`config.mk`:
```
export PLATFORM = sky130hd
export DESIGN_NAME = tx_lane_distributor
export DESIGN_NICKNAME = d
export VERILOG_FILES = /design/src/rtl/tx_pcs_pkg.sv /design/src/rtl/lane_align_tracker.sv /design/src/rtl/tx_lane_distributor.sv
export SDC_FILE = /design/constraint.sdc
export NUM_CORES = 2
export LEC_CHECK = 0
export ABC_AREA = 1
export BUFFER_PORTS_ARGS = -buffer_cell sky130_fd_sc_hd__clkbuf_2
export CAP_MARGIN = 10
export CORE_MARGIN = 4
export CORE_UTILIZATION = 35
export DETAILED_ROUTE_END_ITERATION = 8
export PLACE_DENSITY = 0.62
export SYNTH_ARGS = -nofsm -noshare
export SYNTH_HDL_FRONTEND = slang
export SYNTH_HIERARCHICAL = 1
export SYNTH_SLANG_ARGS = --single-unit
```
`constraint.sdc`:
```
create_clock -name i_clock -period 8.9 [get_ports i_clock]
set_clock_uncertainty 0.1 [all_clocks]
set_input_delay 0 -clock i_clock [delete_from_list [all_inputs] [get_ports i_clock]]
set_output_delay 0 -clock i_clock [all_outputs]
set_load 0.01 [all_outputs]
```
`src/rtl/tx_pcs_pkg.sv`:
```
// rtl/tx_pcs_pkg.sv - shared constants and lane helpers for the TX PCS lane path
// Purpose: coded-block widths, maximum lane count, lane-index width and
//          MSB-first lane slice helpers shared by the lane distributor files.
// Ports:   none (package).
package tx_pcs_pkg;

  localparam int NB_DATA_CODED  = 66;
  localparam int NB_DATA_TAGGED = NB_DATA_CODED + 1;
  localparam int MAX_LANES      = 20;

  // Width of an index that addresses lanes 0..n_lanes-1.
  function automatic int lane_idx_width(input int n_lanes);
    return (n_lanes <= 1) ? 1 : $clog2(n_lanes);
  endfunction

  // LSB position of a lane inside a lane bus; lane 0 occupies the MSBs.
  function automatic int lane_lsb(input int lane, input int n_lanes, input int nb);
    return (n_lanes - 1 - lane) * nb;
  endfunction

endpackage

```
`src/rtl/lane_align_tracker.sv`:
```
// rtl/lane_align_tracker.sv - aligner-tag run tracking, realign pulse/count and lock
// Purpose: detects the start of a tagged run, flags a realign when it lands
//          mid-group, keeps a saturating realign count and the lock flag.
// Ports:
//   i_clock, i_reset        clock, asynchronous active-low reset
//   i_enable                freeze when low (pulse forced low)
//   i_accept, i_tag         accepted block strobe and its tag
//   i_at_boundary           write index is at slot 0
//   i_group_done            a group completes on this accept
//   i_group_all/i_group_any all / any active tags of that group set
//   o_realign_now           combinational realign decision for this accept
//   o_realign               registered one-cycle realign pulse
//   o_realign_count         saturating realign count
//   o_lock                  tag groups aligned to lane 0
module lane_align_tracker
  import tx_pcs_pkg::*;
#(
  parameter int NB_ERR_CNT = 8
) (
  input  logic                  i_clock,
  input  logic                  i_reset,
  input  logic                  i_enable,
  input  logic                  i_accept,
  input  logic                  i_tag,
  input  logic                  i_at_boundary,
  input  logic                  i_group_done,
  input  logic                  i_group_all,
  input  logic                  i_group_any,
  output logic                  o_realign_now,
  output logic                  o_realign,
  output logic [NB_ERR_CNT-1:0] o_realign_count,
  output logic                  o_lock
);

  logic prev_tag;

  // A run starting at slot 0 is already aligned; only mid-group starts realign.
  assign o_realign_now = i_accept & i_tag & ~prev_tag & ~i_at_boundary;

  always_ff @(posedge i_clock or negedge i_reset) begin
    if (!i_reset) begin
      prev_tag        <= 1'b0;
      o_realign       <= 1'b0;
      o_realign_count <= '0;
      o_lock          <= 1'b0;
    end else if (!i_enable) begin
      o_realign <= 1'b0;
    end else begin
      o_realign <= o_realign_now;
      if (i_accept) prev_tag <= i_tag;
      if (o_realign_now) begin
        if (o_realign_count != '1) o_realign_count <= o_realign_count + NB_ERR_CNT'(1);
        o_lock <= 1'b0;
      end else if (i_group_done) begin
        // An all-untagged group leaves lock unchanged; mixed tags drop it.
        if (i_group_all)      o_lock <= 1'b1;
        else if (i_group_any) o_lock <= 1'b0;
      end
    end
  end

endmodule

```
`src/rtl/tx_lane_distributor.sv`:
```
// rtl/tx_lane_distributor.sv - gathers tagged 66b blocks into an N-lane bus
// Purpose: collects coded blocks into a shadow buffer, publishes a full group
//          on the lane bus with a one-cycle o_valid, supports a run-time
//          active lane count and realigns groups on aligner-tag run starts.
// Ports:
//   i_clock, i_reset     clock, asynchronous active-low reset
//   i_enable             freeze all state when low
//   i_valid, i_data      input block strobe and coded block
//   i_tag                aligner tag of the block
//   i_rf_active_lanes    requested active lane count (0 / too large -> N_LANES)
//   o_data, o_tag_bus    lane bus and per-lane tags, lane 0 in MSBs
//   o_valid              one-cycle pulse per completed group
//   o_lock               tag groups aligned to lane 0
//   o_realign            one-cycle pulse on realign
//   o_realign_count      saturating realign count
module tx_lane_distributor
  import tx_pcs_pkg::*;
#(
  parameter int NB_DATA_CODED = 66,
  parameter int N_LANES       = MAX_LANES,
  parameter int NB_ERR_CNT    = 8
) (
  input  logic                             i_clock,
  input  logic                             i_reset,
  input  logic                             i_enable,
  input  logic                             i_valid,
  input  logic [NB_DATA_CODED-1:0]         i_data,
  input  logic                             i_tag,
  input  logic [$clog2(N_LANES):0]         i_rf_active_lanes,
  output logic [NB_DATA_CODED*N_LANES-1:0] o_data,
  output logic [N_LANES-1:0]               o_tag_bus,
  output logic                             o_valid,
  output logic                             o_lock,
  output logic                             o_realign,
  output logic [NB_ERR_CNT-1:0]            o_realign_count
);

  localparam int NB_IDX = lane_idx_width(N_LANES);
  localparam int NB_ACT = $clog2(N_LANES) + 1;
  localparam logic [NB_ACT-1:0] ACT_MAX = NB_ACT'(N_LANES);

  logic [NB_DATA_CODED-1:0]         shadow [N_LANES];
  logic [N_LANES-1:0]               tag_sh;   // indexed by lane number
  logic [NB_IDX-1:0]                wr_idx;
  logic [NB_ACT-1:0]                act_q, act_req, act_eff;
  logic [NB_DATA_CODED*N_LANES-1:0] grp_data;
  logic [N_LANES-1:0]               grp_tags;
  logic                             grp_all, grp_any;
  logic                             accept, at_boundary, last_slot, grp_done, realign_now;

  assign accept      = i_enable & i_valid;
  assign at_boundary = (wr_idx == '0);
  assign last_slot   = (NB_ACT'(wr_idx) == act_eff - NB_ACT'(1));
  // A realign always restarts at slot 0, so it never completes a group.
  assign grp_done    = accept & last_slot & ~realign_now;

  // The lane count is taken live at slot 0 and held for the rest of the group.
  always_comb begin
    act_req = i_rf_active_lanes;
    if (i_rf_active_lanes == '0 || i_rf_active_lanes > ACT_MAX) act_req = ACT_MAX;
    act_eff = at_boundary ? act_req : act_q;
  end

  // Completed group image: shadow slots plus the block arriving now in the
  // last slot; lanes beyond the active count are zero.
  always_comb begin
    grp_data = '0;
    grp_tags = '0;
    grp_all  = 1'b1;
    grp_any  = 1'b0;
    for (int l = 0; l < N_LANES; l++) begin
      if (NB_ACT'(l) < act_eff) begin
        grp_data[lane_lsb(l, N_LANES, NB_DATA_CODED) +: NB_DATA_CODED] =
          (NB_IDX'(l) == wr_idx) ? i_data : shadow[l];
        grp_tags[N_LANES-1-l] = (NB_IDX'(l) == wr_idx) ? i_tag : tag_sh[l];
        grp_all = grp_all & grp_tags[N_LANES-1-l];
        grp_any = grp_any | grp_tags[N_LANES-1-l];
      end
    end
  end

  lane_align_tracker #(
    .NB_ERR_CNT (NB_ERR_CNT)
  ) u_tracker (
    .i_clock         (i_clock),
    .i_reset         (i_reset),
    .i_enable        (i_enable),
    .i_accept        (accept),
    .i_tag           (i_tag),
    .i_at_boundary   (at_boundary),
    .i_group_done    (grp_done),
    .i_group_all     (grp_all),
    .i_group_any     (grp_any),
    .o_realign_now   (realign_now),
    .o_realign       (o_realign),
    .o_realign_count (o_realign_count),
    .o_lock          (o_lock)
  );

  always_ff @(posedge i_clock or negedge i_reset) begin
    if (!i_reset) begin
      for (int l = 0; l < N_LANES; l++) shadow[l] <= '0;
      tag_sh    <= '0;
      wr_idx    <= '0;
      act_q     <= ACT_MAX;
      o_data    <= '0;
      o_tag_bus <= '0;
      o_valid   <= 1'b0;
    end else if (!i_enable) begin
      o_valid <= 1'b0;
    end else begin
      o_valid <= grp_done;
      if (accept) begin
        if (realign_now) begin
          // Drop the partial group; the tagged block opens a new one.
          shadow[0] <= i_data;
          tag_sh[0] <= i_tag;
          wr_idx    <= NB_IDX'(1);
        end else begin
          shadow[wr_idx] <= i_data;
          tag_sh[wr_idx] <= i_tag;
          if (at_boundary) act_q <= act_req;
          if (grp_done) begin
            wr_idx    <= '0;
            o_data    <= grp_data;
            o_tag_bus <= grp_tags;
          end else begin
            wr_idx <= wr_idx + NB_IDX'(1);
          end
        end
      end
    end
  end

endmodule

```
==> impl_summary.txt <==
----------------------------------------------------
[Outcome]
  Status ... finished clean

[CTS]
  CTS root buffer ... sky130_fd_sc_hd__clkbuf_16
  Register clock-pin slew on the reported worst setup and hold paths ... 60 ps
  Number of buffers between clock root and the deepest sink ... 4
  Clock latency at the later pin of the worst-skew pair ... 940 ps
  Clock tree sinks ... 2703
  Clock tree from TritonCTS ... built
  Clock H-tree levels ... 5
  Number of buffers added by the clock tree synthesis step ... 307
  Setup repair bufs after CTS ... 0

[Layout]
  Area delta synth->final ... 18.1%
  Fraction of final layout cells sized beyond drive strength 1 ... 19.4%
  Highest-count cells in the layout ignoring fill and taps ... sky130_fd_sc_hd__nand2_1 (4886), sky130_fd_sc_hd__o21ai_0 (2713), sky130_fd_sc_hd__dfrtp_1 (2701)
  Filler Cells Inserted ... 32918
  Most frequent standard cell in the layout excluding fill and tap cells ... sky130_fd_sc_hd__nand2_1
  Net total in the final layout ... 14204
  Post-layout instance count excluding filler cells ... 18756

[Critical path]
  Length in cells of the worst reg-to-reg path ... 18
  Arrival time worst endpoint ... 7030 ps
  Critical path required time ... 9530 ps
  Maximum fanout along the worst path ... 119
  Critical R2R Launch ... wr_idx[0]
  Category of the worst setup path capture point ... flip-flop
  Source of the critical timing path ... wr_idx[0]
  Crit path kind ... reg2reg
  Critical Path Start Type ... flip-flop

[Die]
  Area of the core region ... 0.332 mm²
  Number of rows created at floorplan ... 211
  Initial core utilization ... 35.3%
  Die Height ... 586 µm
  Die X-Extent ... 586 µm
  Die area ... 0.343 mm²
  Number of top-level pins ... 1428

[Route]
  Routed vias/inst ... 5.34
  Wire length after detailed routing ... 490000 µm
  Met1 wire length ... 196000 µm
  Vias post-DR ... 100166
  Routed Antenna Nets ... 0
  Total met3 wirelength after detailed routing ... 42800 µm
  Detailed-route DRC error count ... 0
  Met2 wirelength from detailed routing ... 218000 µm
  DRC violation total after the first TritonRoute iteration ... 10874
  Highest routed metal layer ... met5
  Average wire per standard cell ... 26.1 µm
  1st-pass router iterations ... 6

[Global route]
  Number of global-route vias before repair ... 92173
  Antenna violations before repair ... 57
  Total routing usage reported by global routing ... 27.5%
  Pin count of the biggest net entering global routing ... 243
  Gr ovfl total ... 0
  Wire length of the first global-routing pass ... 688000 µm

[Synth]
  Number of standard cells after synthesis ... 13220
  Share of synthesized area occupied by flip-flops and latches ... 57.9%
  Post-synthesis instance area ... 0.117 mm²
  Count of different cell masters after synthesis ... 36
  Leading register cell type out of synthesis ... sky130_fd_sc_hd__dfrtp_1
  Register bit count reported by yosys ... 2703
  Async set or reset register ratio after synthesis ... 100%
  Number of flops mapped to enable cells by yosys ... 0
  Avg Cell Area, Syn ... 8.84 µm²
  Synthesis warning total ... 6
  Net count after synthesis ... 13306

[STA]
  Setup violators final ... 0
  Final worst path period share ... 71.9%
  Hold slack ... 86.5 ps
  Final worst path period need ... 6400 ps
  Tightest slew margin relative to the limit ... 17.3%
  Least-Margin Pin Slew ... 1240 ps
  Hold violation total from the final report ... 0
  Sum of negative setup slack ... 0 ps
  RSZ-0062 raised after global routing ... no
  Count of final max-slew check failures ... 0
  Highest achievable clock rate ... 156 MHz

[Min path]
  Startpoint of the worst hold path ... i_data[12]
  Class of the most critical hold timing path ... in2reg
  Hold path depth ... 4

[Power]
  Power per cell area ... 357 mW/mm²
  Leakage power ... 66.1 nW
  Max rail drop VDD ... 0.217 mV

[Run]
  Max Cap Violations ... 0

[Placement]
  Placed wire-length estimate ... 316000 µm
  Routability congestion estimate from global placement ... 0.843
  Cell count after placement ... 18087
  Port Buf Inserts ... 1427

----------------------------------------------------
## registers in the layout, indices dropped and copies added (netlist names)
name / count
wr_idx: 5
u_tracker/o_lock: 1
o_valid: 1
o_data: 1320
tag_sh: 20
u_tracker/o_realign: 1
act_q: 6
u_tracker/o_realign_count: 8
o_tag_bus: 20
u_tracker/prev_tag: 1
shadow: 1320
## synthesized netlist by cell type, types with 9 or more instances
master / instances / area (µm²)
sky130_fd_sc_hd__buf_1: 20 / 75.1
sky130_fd_sc_hd__buf_2: 112 / 561
sky130_fd_sc_hd__buf_4: 48 / 360
sky130_fd_sc_hd__buf_6: 87 / 980
sky130_fd_sc_hd__clkbuf_1: 885 / 3320
sky130_fd_sc_hd__dfrtp_1: 2701 / 67600
sky130_fd_sc_hd__ha_1: 9 / 113
sky130_fd_sc_hd__inv_1: 333 / 1250
sky130_fd_sc_hd__mux2_2: 528 / 5950
sky130_fd_sc_hd__nand2_1: 4908 / 18400
sky130_fd_sc_hd__nand3_1: 27 / 135
sky130_fd_sc_hd__nand4_1: 10 / 62.6
sky130_fd_sc_hd__nor2_1: 60 / 225
sky130_fd_sc_hd__o21ai_0: 2713 / 13600
sky130_fd_sc_hd__o21ai_1: 537 / 2690
sky130_fd_sc_hd__o22ai_1: 192 / 1200
## through the flow
step / setup slack, ps / power (mW) / instance area (µm²) / util (%)
2_1_floorplan: 5800 / 28.8 / 117000 / -
3_3_place_gp: 2770 / 35.6 / 127000 / 38.2
3_5_place_dp: 2630 / 36.0 / 127000 / 38.2
4_1_cts: 2590 / 49.4 / 138000 / 41.6
5_1_grt: 1990 / 52.2 / 138000 / 41.6
6_report: 2500 / 49.3 / 138000 / 41.6
## area by class of cell
cell class | instances | area (µm²) | area share (%)
multi-input combinational | 9027 | 43100 | 31.2
sequential | 2703 | 67600 | 49.0
tap | 4366 | 5460 | 3.96
inverter | 338 | 1300 | 0.939
clock buffer | 442 | 9000 | 6.52
timing repair buffer | 1741 | 10000 | 7.25
clock inverter | 99 | 1440 | 1.04
antenna | 40 | 100 | 0.0725
## layer usage
layer	global-route usage, %	up-vias
li1	-	44938
met1	36.5	49192
met3	4.98	1043
met5	0	-
met4	15.8	4
met2	42.5	4989
## critical path: stages, from the launching register on
cell and delay (ps):
sky130_fd_sc_hd__dfrtp_1 430, sky130_fd_sc_hd__inv_1 150, sky130_fd_sc_hd__ha_1 300, sky130_fd_sc_hd__nand3_4 590, sky130_fd_sc_hd__inv_2 360, sky130_fd_sc_hd__nand2_1 80
sky130_fd_sc_hd__nand2_1 330, sky130_fd_sc_hd__ha_1 490, sky130_fd_sc_hd__inv_1 100, sky130_fd_sc_hd__nand3_1 260, sky130_fd_sc_hd__nand2_1 90, sky130_fd_sc_hd__nor2_1 90
sky130_fd_sc_hd__nor2_1 40, sky130_fd_sc_hd__nand2_1 50, sky130_fd_sc_hd__nor2_1 80, sky130_fd_sc_hd__nand2_8 370, sky130_fd_sc_hd__buf_4 940, sky130_fd_sc_hd__buf_4 870
sky130_fd_sc_hd__o21ai_0 220
## logic make-up after synthesis
kind of cell | after synthesis | share of synthesized area, %
mux | 528 | 5.09
buf+inv | 1490 | 5.62
xor+xnor | 4 | 0.0300
fa+ha+maj | 9 | 0.0963
compound gates | 3453 | 15.0
flops | 2703 | 57.9
simple gates | 5033 | 16.3
## report_power, final
group	total (mW)	internal, mW	leakage, nW	switching, mW
logic	16.0	5.74	24.9	10.2
clock network	13.2	7.74	5.11	5.48
registers	20.1	16.7	36.1	3.36
total	49.3	30.2	66.1	19.1
## final timing paths
kind / to / slack (ps)
hold reg to reg: tag_sh[7] / 380
max in group asynchronous: shadow[1283] / 6550
min in group asynchronous: o_data[1102] / 310
setup reg to reg: o_data[392] / 2500
hold / removal: shadow[870] / 90
setup / recovery: o_data[392] / 2500
## timing repair
| item | CTS | global route |
|---|---|---|
| hold endpoints to repair | 2387 | 0 |
| gates resized for setup | 0 | 0 |
| hold buffers | 87 | 0 |
(Power assumes the default switching activity.)
